File: src/rtl/hazard_control_unit_pkg.sv
// Shared pipeline-control definitions: FSM states, register-address constants,
// the write-enable/flush control bundle and the load-use detect helper.
package hazard_control_unit_pkg;

    localparam int unsigned REG_ADDR_W = 5;
    localparam logic [REG_ADDR_W-1:0] X0_ADDR = '0;

    typedef enum logic [0:0] {
        RUN      = 1'b0,
        MDU_WAIT = 1'b1
    } hz_state_e;

    typedef struct packed {
        logic pc_write;
        logic if_id_write;
        logic id_ex_write;
        logic if_id_flush;
        logic id_ex_flush;
        logic ex_mem_bubble;
    } hz_ctrl_t;

    // Normal flow: every register loads, nothing is cleared.
    localparam hz_ctrl_t CTRL_RUN = '{pc_write: 1'b1, if_id_write: 1'b1, id_ex_write: 1'b1,
                                      if_id_flush: 1'b0, id_ex_flush: 1'b0, ex_mem_bubble: 1'b0};
    // Full freeze while the pipeline is held in reset.
    localparam hz_ctrl_t CTRL_FREEZE = '{pc_write: 1'b0, if_id_write: 1'b0, id_ex_write: 1'b0,
                                         if_id_flush: 1'b1, id_ex_flush: 1'b1, ex_mem_bubble: 1'b1};
    // MDU occupying EX: hold the front end, feed bubbles into EX/MEM.
    localparam hz_ctrl_t CTRL_MDU_STALL = '{pc_write: 1'b0, if_id_write: 1'b0, id_ex_write: 1'b0,
                                            if_id_flush: 1'b0, id_ex_flush: 1'b0, ex_mem_bubble: 1'b1};
    // Load-use: hold IF and ID, insert one bubble into EX.
    localparam hz_ctrl_t CTRL_LOAD_USE = '{pc_write: 1'b0, if_id_write: 1'b0, id_ex_write: 1'b1,
                                           if_id_flush: 1'b0, id_ex_flush: 1'b1, ex_mem_bubble: 1'b0};
    // Taken branch: load the target, squash the two younger stages.
    localparam hz_ctrl_t CTRL_BRANCH = '{pc_write: 1'b1, if_id_write: 1'b1, id_ex_write: 1'b1,
                                         if_id_flush: 1'b1, id_ex_flush: 1'b1, ex_mem_bubble: 1'b0};

    // A load in EX whose non-x0 destination is read by the instruction in ID.
    function automatic logic is_load_use(
        input logic                  mem_read,
        input logic [REG_ADDR_W-1:0] rd,
        input logic [REG_ADDR_W-1:0] rs1,
        input logic [REG_ADDR_W-1:0] rs2,
        input logic                  uses_rs1,
        input logic                  uses_rs2
    );
        return mem_read && (rd != X0_ADDR) &&
               ((uses_rs1 && (rd == rs1)) || (uses_rs2 && (rd == rs2)));
    endfunction

endpackage

File: src/rtl/hazard_control_unit_if.sv
// ID/EX hazard observation signals and the resulting pipeline controls.
interface hazard_control_unit_if;

    logic [hazard_control_unit_pkg::REG_ADDR_W-1:0] IF_ID_REG_RS1_ADD;
    logic [hazard_control_unit_pkg::REG_ADDR_W-1:0] IF_ID_REG_RS2_ADD;
    logic                                           IF_ID_USES_RS1;
    logic                                           IF_ID_USES_RS2;
    logic [hazard_control_unit_pkg::REG_ADDR_W-1:0] ID_EX_REG_RD_ADD;
    logic                                           ID_EX_REG_MEM_CTRL_MemRead;
    logic                                           EX_MDU_START;
    logic                                           MDU_DONE;
    logic                                           EX_BRANCH_TAKEN;

    logic PC_Write;
    logic IF_ID_Write;
    logic ID_EX_Write;
    logic IF_ID_Flush;
    logic ID_EX_Flush;
    logic EX_MEM_Bubble;

    // Pipeline side: reports stage contents, consumes controls.
    modport master (
        output IF_ID_REG_RS1_ADD, IF_ID_REG_RS2_ADD, IF_ID_USES_RS1, IF_ID_USES_RS2,
               ID_EX_REG_RD_ADD, ID_EX_REG_MEM_CTRL_MemRead, EX_MDU_START, MDU_DONE,
               EX_BRANCH_TAKEN,
        input  PC_Write, IF_ID_Write, ID_EX_Write, IF_ID_Flush, ID_EX_Flush, EX_MEM_Bubble
    );

    // Hazard unit side.
    modport slave (
        input  IF_ID_REG_RS1_ADD, IF_ID_REG_RS2_ADD, IF_ID_USES_RS1, IF_ID_USES_RS2,
               ID_EX_REG_RD_ADD, ID_EX_REG_MEM_CTRL_MemRead, EX_MDU_START, MDU_DONE,
               EX_BRANCH_TAKEN,
        output PC_Write, IF_ID_Write, ID_EX_Write, IF_ID_Flush, ID_EX_Flush, EX_MEM_Bubble
    );

endinterface

File: src/rtl/hazard_control_unit_sat_counter.sv
// Event counter that sticks at all-ones instead of wrapping.
module hazard_control_unit_sat_counter #(
    parameter int unsigned WIDTH = 32
) (
    input  logic             clk,
    input  logic             clr_n,
    input  logic             inc,
    output logic [WIDTH-1:0] count
);

    // Synchronous clear, then saturating increment.
    always_ff @(posedge clk) begin
        if (!clr_n) begin
            count <= '0;
        end else if (inc && (count != '1)) begin
            count <= count + WIDTH'(1);
        end
    end

endmodule

File: src/rtl/hazard_control_unit.sv
// Stall/flush control for load-use, multi-cycle MDU and taken-branch hazards.
module hazard_control_unit
    import hazard_control_unit_pkg::*;
#(
    parameter int unsigned CNT_W       = 32,
    parameter int unsigned MDU_TIMEOUT = 64
) (
    input  logic                      clk,
    input  logic                      rst_n,
    hazard_control_unit_if.slave      hz,
    output logic [CNT_W-1:0]          STALL_COUNT,
    output logic [CNT_W-1:0]          FLUSH_COUNT,
    output logic                      MDU_TIMEOUT_ERR
);

    localparam int unsigned WD_W = $clog2(MDU_TIMEOUT + 1);

    hz_state_e       state_q, state_d;
    logic [WD_W-1:0] wdog_q, wdog_d;
    logic            err_q, err_d;
    hz_ctrl_t        ctrl;
    logic            load_use;
    logic            stall_inc;
    logic            flush_inc;

    // Next-state, watchdog and zero-latency control decode.
    always_comb begin
        state_d   = state_q;
        wdog_d    = wdog_q;
        err_d     = err_q;
        ctrl      = CTRL_RUN;
        stall_inc = 1'b0;
        flush_inc = 1'b0;
        load_use  = is_load_use(hz.ID_EX_REG_MEM_CTRL_MemRead, hz.ID_EX_REG_RD_ADD,
                                hz.IF_ID_REG_RS1_ADD, hz.IF_ID_REG_RS2_ADD,
                                hz.IF_ID_USES_RS1, hz.IF_ID_USES_RS2);

        unique case (state_q)
            RUN: begin
                if (hz.EX_BRANCH_TAKEN) begin
                    ctrl      = CTRL_BRANCH;
                    flush_inc = 1'b1;
                end else if (hz.EX_MDU_START && !hz.MDU_DONE) begin
                    ctrl      = CTRL_MDU_STALL;
                    stall_inc = 1'b1;
                    state_d   = MDU_WAIT;
                    wdog_d    = WD_W'(1);
                end else if (hz.EX_MDU_START) begin
                    ctrl      = CTRL_RUN;
                end else if (load_use) begin
                    ctrl      = CTRL_LOAD_USE;
                    stall_inc = 1'b1;
                end
            end
            MDU_WAIT: begin
                if (hz.MDU_DONE) begin
                    state_d = RUN;
                    wdog_d  = '0;
                end else if (wdog_q == WD_W'(MDU_TIMEOUT)) begin
                    // Watchdog expiry: release the pipeline and flag the hang.
                    err_d   = 1'b1;
                    state_d = RUN;
                    wdog_d  = '0;
                end else begin
                    ctrl      = CTRL_MDU_STALL;
                    stall_inc = 1'b1;
                    wdog_d    = wdog_q + WD_W'(1);
                end
            end
            default: begin
                state_d = RUN;
                wdog_d  = '0;
            end
        endcase

        // Reset overrides everything with a full freeze.
        if (!rst_n) begin
            ctrl      = CTRL_FREEZE;
            stall_inc = 1'b0;
            flush_inc = 1'b0;
        end
    end

    // State, watchdog and sticky error registers.
    always_ff @(posedge clk) begin
        if (!rst_n) begin
            state_q <= RUN;
            wdog_q  <= '0;
            err_q   <= 1'b0;
        end else begin
            state_q <= state_d;
            wdog_q  <= wdog_d;
            err_q   <= err_d;
        end
    end

    hazard_control_unit_sat_counter #(.WIDTH(CNT_W)) u_stall_cnt (
        .clk   (clk),
        .clr_n (rst_n),
        .inc   (stall_inc),
        .count (STALL_COUNT)
    );

    hazard_control_unit_sat_counter #(.WIDTH(CNT_W)) u_flush_cnt (
        .clk   (clk),
        .clr_n (rst_n),
        .inc   (flush_inc),
        .count (FLUSH_COUNT)
    );

    assign hz.PC_Write      = ctrl.pc_write;
    assign hz.IF_ID_Write   = ctrl.if_id_write;
    assign hz.ID_EX_Write   = ctrl.id_ex_write;
    assign hz.IF_ID_Flush   = ctrl.if_id_flush;
    assign hz.ID_EX_Flush   = ctrl.id_ex_flush;
    assign hz.EX_MEM_Bubble = ctrl.ex_mem_bubble;
    assign MDU_TIMEOUT_ERR  = err_q;

endmodule

File: src/flat_wrapper.sv
// flat-port wrapper written by rule: the top's interface ports become plain ports
module hazard_control_unit_flat import hazard_control_unit_pkg::*;
#(
    parameter int unsigned CNT_W       = 32,
    parameter int unsigned MDU_TIMEOUT = 64
)
  (clk, rst_n, STALL_COUNT, FLUSH_COUNT, MDU_TIMEOUT_ERR, hz_IF_ID_REG_RS1_ADD, hz_IF_ID_REG_RS2_ADD, hz_IF_ID_USES_RS1, hz_IF_ID_USES_RS2, hz_ID_EX_REG_RD_ADD, hz_ID_EX_REG_MEM_CTRL_MemRead, hz_EX_MDU_START, hz_MDU_DONE, hz_EX_BRANCH_TAKEN, hz_PC_Write, hz_IF_ID_Write, hz_ID_EX_Write, hz_IF_ID_Flush, hz_ID_EX_Flush, hz_EX_MEM_Bubble);
  hazard_control_unit_if hz_i ();
  input  logic clk;
  input  logic rst_n;
  output logic [CNT_W-1:0] STALL_COUNT;
  output logic [CNT_W-1:0] FLUSH_COUNT;
  output logic MDU_TIMEOUT_ERR;
  input wire logic [$bits(hz_i.IF_ID_REG_RS1_ADD)-1:0] hz_IF_ID_REG_RS1_ADD;
  input wire logic [$bits(hz_i.IF_ID_REG_RS2_ADD)-1:0] hz_IF_ID_REG_RS2_ADD;
  input wire logic [$bits(hz_i.IF_ID_USES_RS1)-1:0] hz_IF_ID_USES_RS1;
  input wire logic [$bits(hz_i.IF_ID_USES_RS2)-1:0] hz_IF_ID_USES_RS2;
  input wire logic [$bits(hz_i.ID_EX_REG_RD_ADD)-1:0] hz_ID_EX_REG_RD_ADD;
  input wire logic [$bits(hz_i.ID_EX_REG_MEM_CTRL_MemRead)-1:0] hz_ID_EX_REG_MEM_CTRL_MemRead;
  input wire logic [$bits(hz_i.EX_MDU_START)-1:0] hz_EX_MDU_START;
  input wire logic [$bits(hz_i.MDU_DONE)-1:0] hz_MDU_DONE;
  input wire logic [$bits(hz_i.EX_BRANCH_TAKEN)-1:0] hz_EX_BRANCH_TAKEN;
  output wire logic [$bits(hz_i.PC_Write)-1:0] hz_PC_Write;
  output wire logic [$bits(hz_i.IF_ID_Write)-1:0] hz_IF_ID_Write;
  output wire logic [$bits(hz_i.ID_EX_Write)-1:0] hz_ID_EX_Write;
  output wire logic [$bits(hz_i.IF_ID_Flush)-1:0] hz_IF_ID_Flush;
  output wire logic [$bits(hz_i.ID_EX_Flush)-1:0] hz_ID_EX_Flush;
  output wire logic [$bits(hz_i.EX_MEM_Bubble)-1:0] hz_EX_MEM_Bubble;
  assign hz_i.IF_ID_REG_RS1_ADD = hz_IF_ID_REG_RS1_ADD;
  assign hz_i.IF_ID_REG_RS2_ADD = hz_IF_ID_REG_RS2_ADD;
  assign hz_i.IF_ID_USES_RS1 = hz_IF_ID_USES_RS1;
  assign hz_i.IF_ID_USES_RS2 = hz_IF_ID_USES_RS2;
  assign hz_i.ID_EX_REG_RD_ADD = hz_ID_EX_REG_RD_ADD;
  assign hz_i.ID_EX_REG_MEM_CTRL_MemRead = hz_ID_EX_REG_MEM_CTRL_MemRead;
  assign hz_i.EX_MDU_START = hz_EX_MDU_START;
  assign hz_i.MDU_DONE = hz_MDU_DONE;
  assign hz_i.EX_BRANCH_TAKEN = hz_EX_BRANCH_TAKEN;
  assign hz_PC_Write = hz_i.PC_Write;
  assign hz_IF_ID_Write = hz_i.IF_ID_Write;
  assign hz_ID_EX_Write = hz_i.ID_EX_Write;
  assign hz_IF_ID_Flush = hz_i.IF_ID_Flush;
  assign hz_ID_EX_Flush = hz_i.ID_EX_Flush;
  assign hz_EX_MEM_Bubble = hz_i.EX_MEM_Bubble;
  hazard_control_unit #(.CNT_W(CNT_W), .MDU_TIMEOUT(MDU_TIMEOUT)) u_core (.clk(clk), .rst_n(rst_n), .hz(hz_i), .STALL_COUNT(STALL_COUNT), .FLUSH_COUNT(FLUSH_COUNT), .MDU_TIMEOUT_ERR(MDU_TIMEOUT_ERR));
endmodule
File: config.mk
export PLATFORM = sky130hd
export DESIGN_NAME = hazard_control_unit_flat
export DESIGN_NICKNAME = d
export VERILOG_FILES = /design/src/rtl/hazard_control_unit_pkg.sv /design/src/rtl/hazard_control_unit_if.sv /design/src/rtl/hazard_control_unit_sat_counter.sv /design/src/rtl/hazard_control_unit.sv /design/src/flat_wrapper.sv
export SDC_FILE = /design/constraint.sdc
export NUM_CORES = 1
export LEC_CHECK = 0
export BUFFER_PORTS_ARGS = -buffer_cell sky130_fd_sc_hd__buf_2
export CAP_MARGIN = 20
export CORE_MARGIN = 2
export CORE_UTILIZATION = 50
export DETAILED_ROUTE_END_ITERATION = 10
export HOLD_SLACK_MARGIN = 0.1
export PLACE_DENSITY_LB_ADDON = 0.05
export SLEW_MARGIN = 20
export SYNTH_ARGS = -nofsm -noshare
export SYNTH_HDL_FRONTEND = slang
export SYNTH_HIERARCHICAL = 1
export SYNTH_SLANG_ARGS = --single-unit
File: constraint.sdc
create_clock -name clk -period 9.2 [get_ports clk]
set_clock_uncertainty 0.1 [all_clocks]
set_input_delay 1.38 -clock clk [delete_from_list [all_inputs] [get_ports clk]]
set_output_delay 1.38 -clock clk [all_outputs]
set_load 0.03 [all_outputs]
==> reports/results.ini <==
[power]
power_density_mw_per_mm2 = 133
p_int_uw = 498
power_switching_share = 0.227
power_frac_clock = 0.445
combPwrFrac = 0.060
p_sw_uw = 146
peakVddDrop_mv = 0.0777
p_seq_frac = 0.495
power.static_leakage_uw = 0.00181

[floorplanning]
die_w_um = 94.4
num_io_pins = 94
coreArea_mm2 = 0.00781
start_util = 0.523
num_rows = 32
die_h_um = 94.4
die-area_mm2 = 0.00891

[placed_design]
gp_congestion = 0.863
dp_cells = 654
post-dp-hpwl_um = 7300
portBuffers = 93
placed_area_mm2 = 0.00460

[worst_setup_path]
timing.rr.start = u_core/wdog_q[0]
end_kind = flop
path_max_fanout = 12
worstRegToRegCells = 10
crit_type = in2reg
critical_path_arrival_ps = 4940
r2r_end = u_core/u_stall_cnt/count[31]
r2r_slack_ps = 5360
worstPathRequired_ps = 9370
cp-start-kind = input pin

[timing]
fin_crit_ps = 4770
worst_slew_pin_slew_ps = 952
min_period_over_period = 0.519
relSlewSlack = 0.360
rsz0062_at_grt = no
drv_slew = 0
finalSetupViolCount = 0
hold_viol = 0
max_freq_ghz = 0.210
fin_tns_setup_ps = 0

[routing]
wl_per_cell_um = 15.2
firstDrtPassIters = 4
wl_um = 10200
vias = 4072
route.detailed.drc = 0
drtIter0Drc = 207
vias_per_cell = 6.08
postRouteAntennaNets = 0

[clocking]
cts_root_buf = clkbuf_8
hold_buffers = 0
cts_inserted_buffers = 9
cts.sinks = 73
clk_latency_ps = 340
path_clk_slew_ps = 80
cts-resized-gates = 0
postCtsSetupBuffers = 0
htreeDepth = 3
clockBufferDepth = 2
tritoncts = yes

[synthesis]
synthesis.area_mm2 = 0.00409
async_flop_share = 0
ys.warnings.count = 6
ys_top_cells_by_count = dfxtp_1, nand2_1, a21oi_1
synth_area_leaders = dfxtp_1, o31ai_1, or4_1, a21oi_1, mux2i_1
yosysSeqAreaShare = 0.358
post_synth_inst_count = 483
avgSynthCellArea_um2 = 8.46
yosysMostFrequentCell = dfxtp_1
synth_fp_nets = 510
synth_edf_count = 0
synth_top_cell_by_area = dfxtp_1
synth-main-ff-cell = dfxtp_1
ys_types = 52
synth_seq_cells = 73
synth_top_area_share = 0.358

[grt]
grt_pass1_vias = 3628
grt_start_max_net_pins = 51
met2_usage = 0.367
overflow = 0
grt_usage = 0.232
top_usage_layer = met2
met1_usage = 0.312
grt_pass1_wl_um = 16600
grt_use_met3 = 0.0511
antenna_found_initial = 0

[worst_hold_path]
hold_depth = 1
hold_start = u_core/MDU_TIMEOUT_ERR
hold_path.class = reg2reg
worstHoldEndpoint = u_core/MDU_TIMEOUT_ERR

[final_layout]
nNetsFinal = 590
final_area_mm2 = 0.00483
fin_cells = 670
areaGrowthSynthToFinish_pct = 18.2
drive_gt1_frac = 0.229
num_antenna_cells = 0
postLayoutCoreUtil = 0.618
layout.filler_cells = 737

[flow_run]
cap_viol_max_count = 0

[status]
outcome = finished, final reports clean

-- cell usage in the layout, fill, tap and decap left out, drive strengths merged, types with 14 or more instances in the layout --
master  synthesis  final
nand2b         19     19
a21oi          30     30
nand4          18     18
nand3          29     29
nand2          37     37
buf             5     96
xor2           15     15
dfxtp          73     73
nor4           15     15
o31ai          23     23
or4            27     27
mux2i          14     14
nor2           29     29
-- worst max path at each step --
stage                           startpoint                           end  slack (ps)  cells after the start
floorplan           hz_ID_EX_REG_RD_ADD[3]                hz_ID_EX_Flush        4930                      4
detailed placement  hz_ID_EX_REG_RD_ADD[3]  u_core/u_stall_cnt/count[31]        4190                     10
finish              hz_ID_EX_REG_RD_ADD[3]  u_core/u_stall_cnt/count[31]        4430                     10
global placement    hz_ID_EX_REG_RD_ADD[3]  u_core/u_stall_cnt/count[31]        4300                     10
global route        hz_ID_EX_REG_RD_ADD[3]  u_core/u_stall_cnt/count[31]        4280                     10
CTS                 hz_ID_EX_REG_RD_ADD[3]  u_core/u_stall_cnt/count[31]        4530                     10
-- area by class of cell --
class                      count  area [um2]  area share
clock buffer                  12         155      0.0321
clock inverter                 4        75.1      0.0155
inverter                      12        45.0     0.00933
multi-input combinational    371        2480       0.513
sequential                    73        1460       0.303
tap                          102         128      0.0264
timing repair buffer          96         488       0.101
-- power by group through the flow --
stage / logic, uW / registers, uW / clock network (uW)
6_report: 38.3 / 319 / 287
5_1_grt: 42.3 / 319 / 308
4_1_cts: 38.6 / 319 / 294
3_5_place_dp: 38.5 / 326 / 0
3_3_place_gp: 37.8 / 326 / 0
2_1_floorplan: 24.3 / 327 / 0
-- critical path, cell delays in order --
cell and delay (ps):
buf_2 120, xor2_1 160, nor4_2 260, a32oi_1 180, o31ai_1 640, nand4_1 530
or4_4 670, or3_1 410, or4_1 430, a21oi_1 150
-- stage by stage --
| stage | hold slack (ps) | worst slack (ps) | total power, uW |
|---|---|---|---|
| after floorplan | 394 | 4930 | 352 |
| after global placement | 346 | 4300 | 364 |
| after detailed placement | 352 | 4190 | 365 |
| after CTS | 372 | 4530 | 651 |
| after global routing | 407 | 4280 | 670 |
| final | 369 | 4430 | 644 |
-- per-layer routing --
layer  share of wire  wire [um]
met1            0.47       4760
met3           0.062        632
met2            0.46       4660
met4           0.015        148
met5               0          0
-- cells by family (layout without fill, tap and decap cells) --
family / Yosys count / count (layout) / synth area share
fa+ha+maj: 4 / 4 / 0.0123
simple gates: 221 / 221 / 0.317
xor+xnor: 25 / 25 / 0.0536
flops: 73 / 73 / 0.358
compound gates: 107 / 107 / 0.186
mux: 14 / 14 / 0.0343
buf+inv: 39 / 124 / 0.0392
-- registers in the layout, summed over array words and instances, names as in the netlist --
name and count:
u_core/u_flush_cnt/count 32, u_core/wdog_q 7, u_core/state_q 1, u_core/u_stall_cnt/count 32, u_core/MDU_TIMEOUT_ERR 1
(Power assumes the default switching activity.)
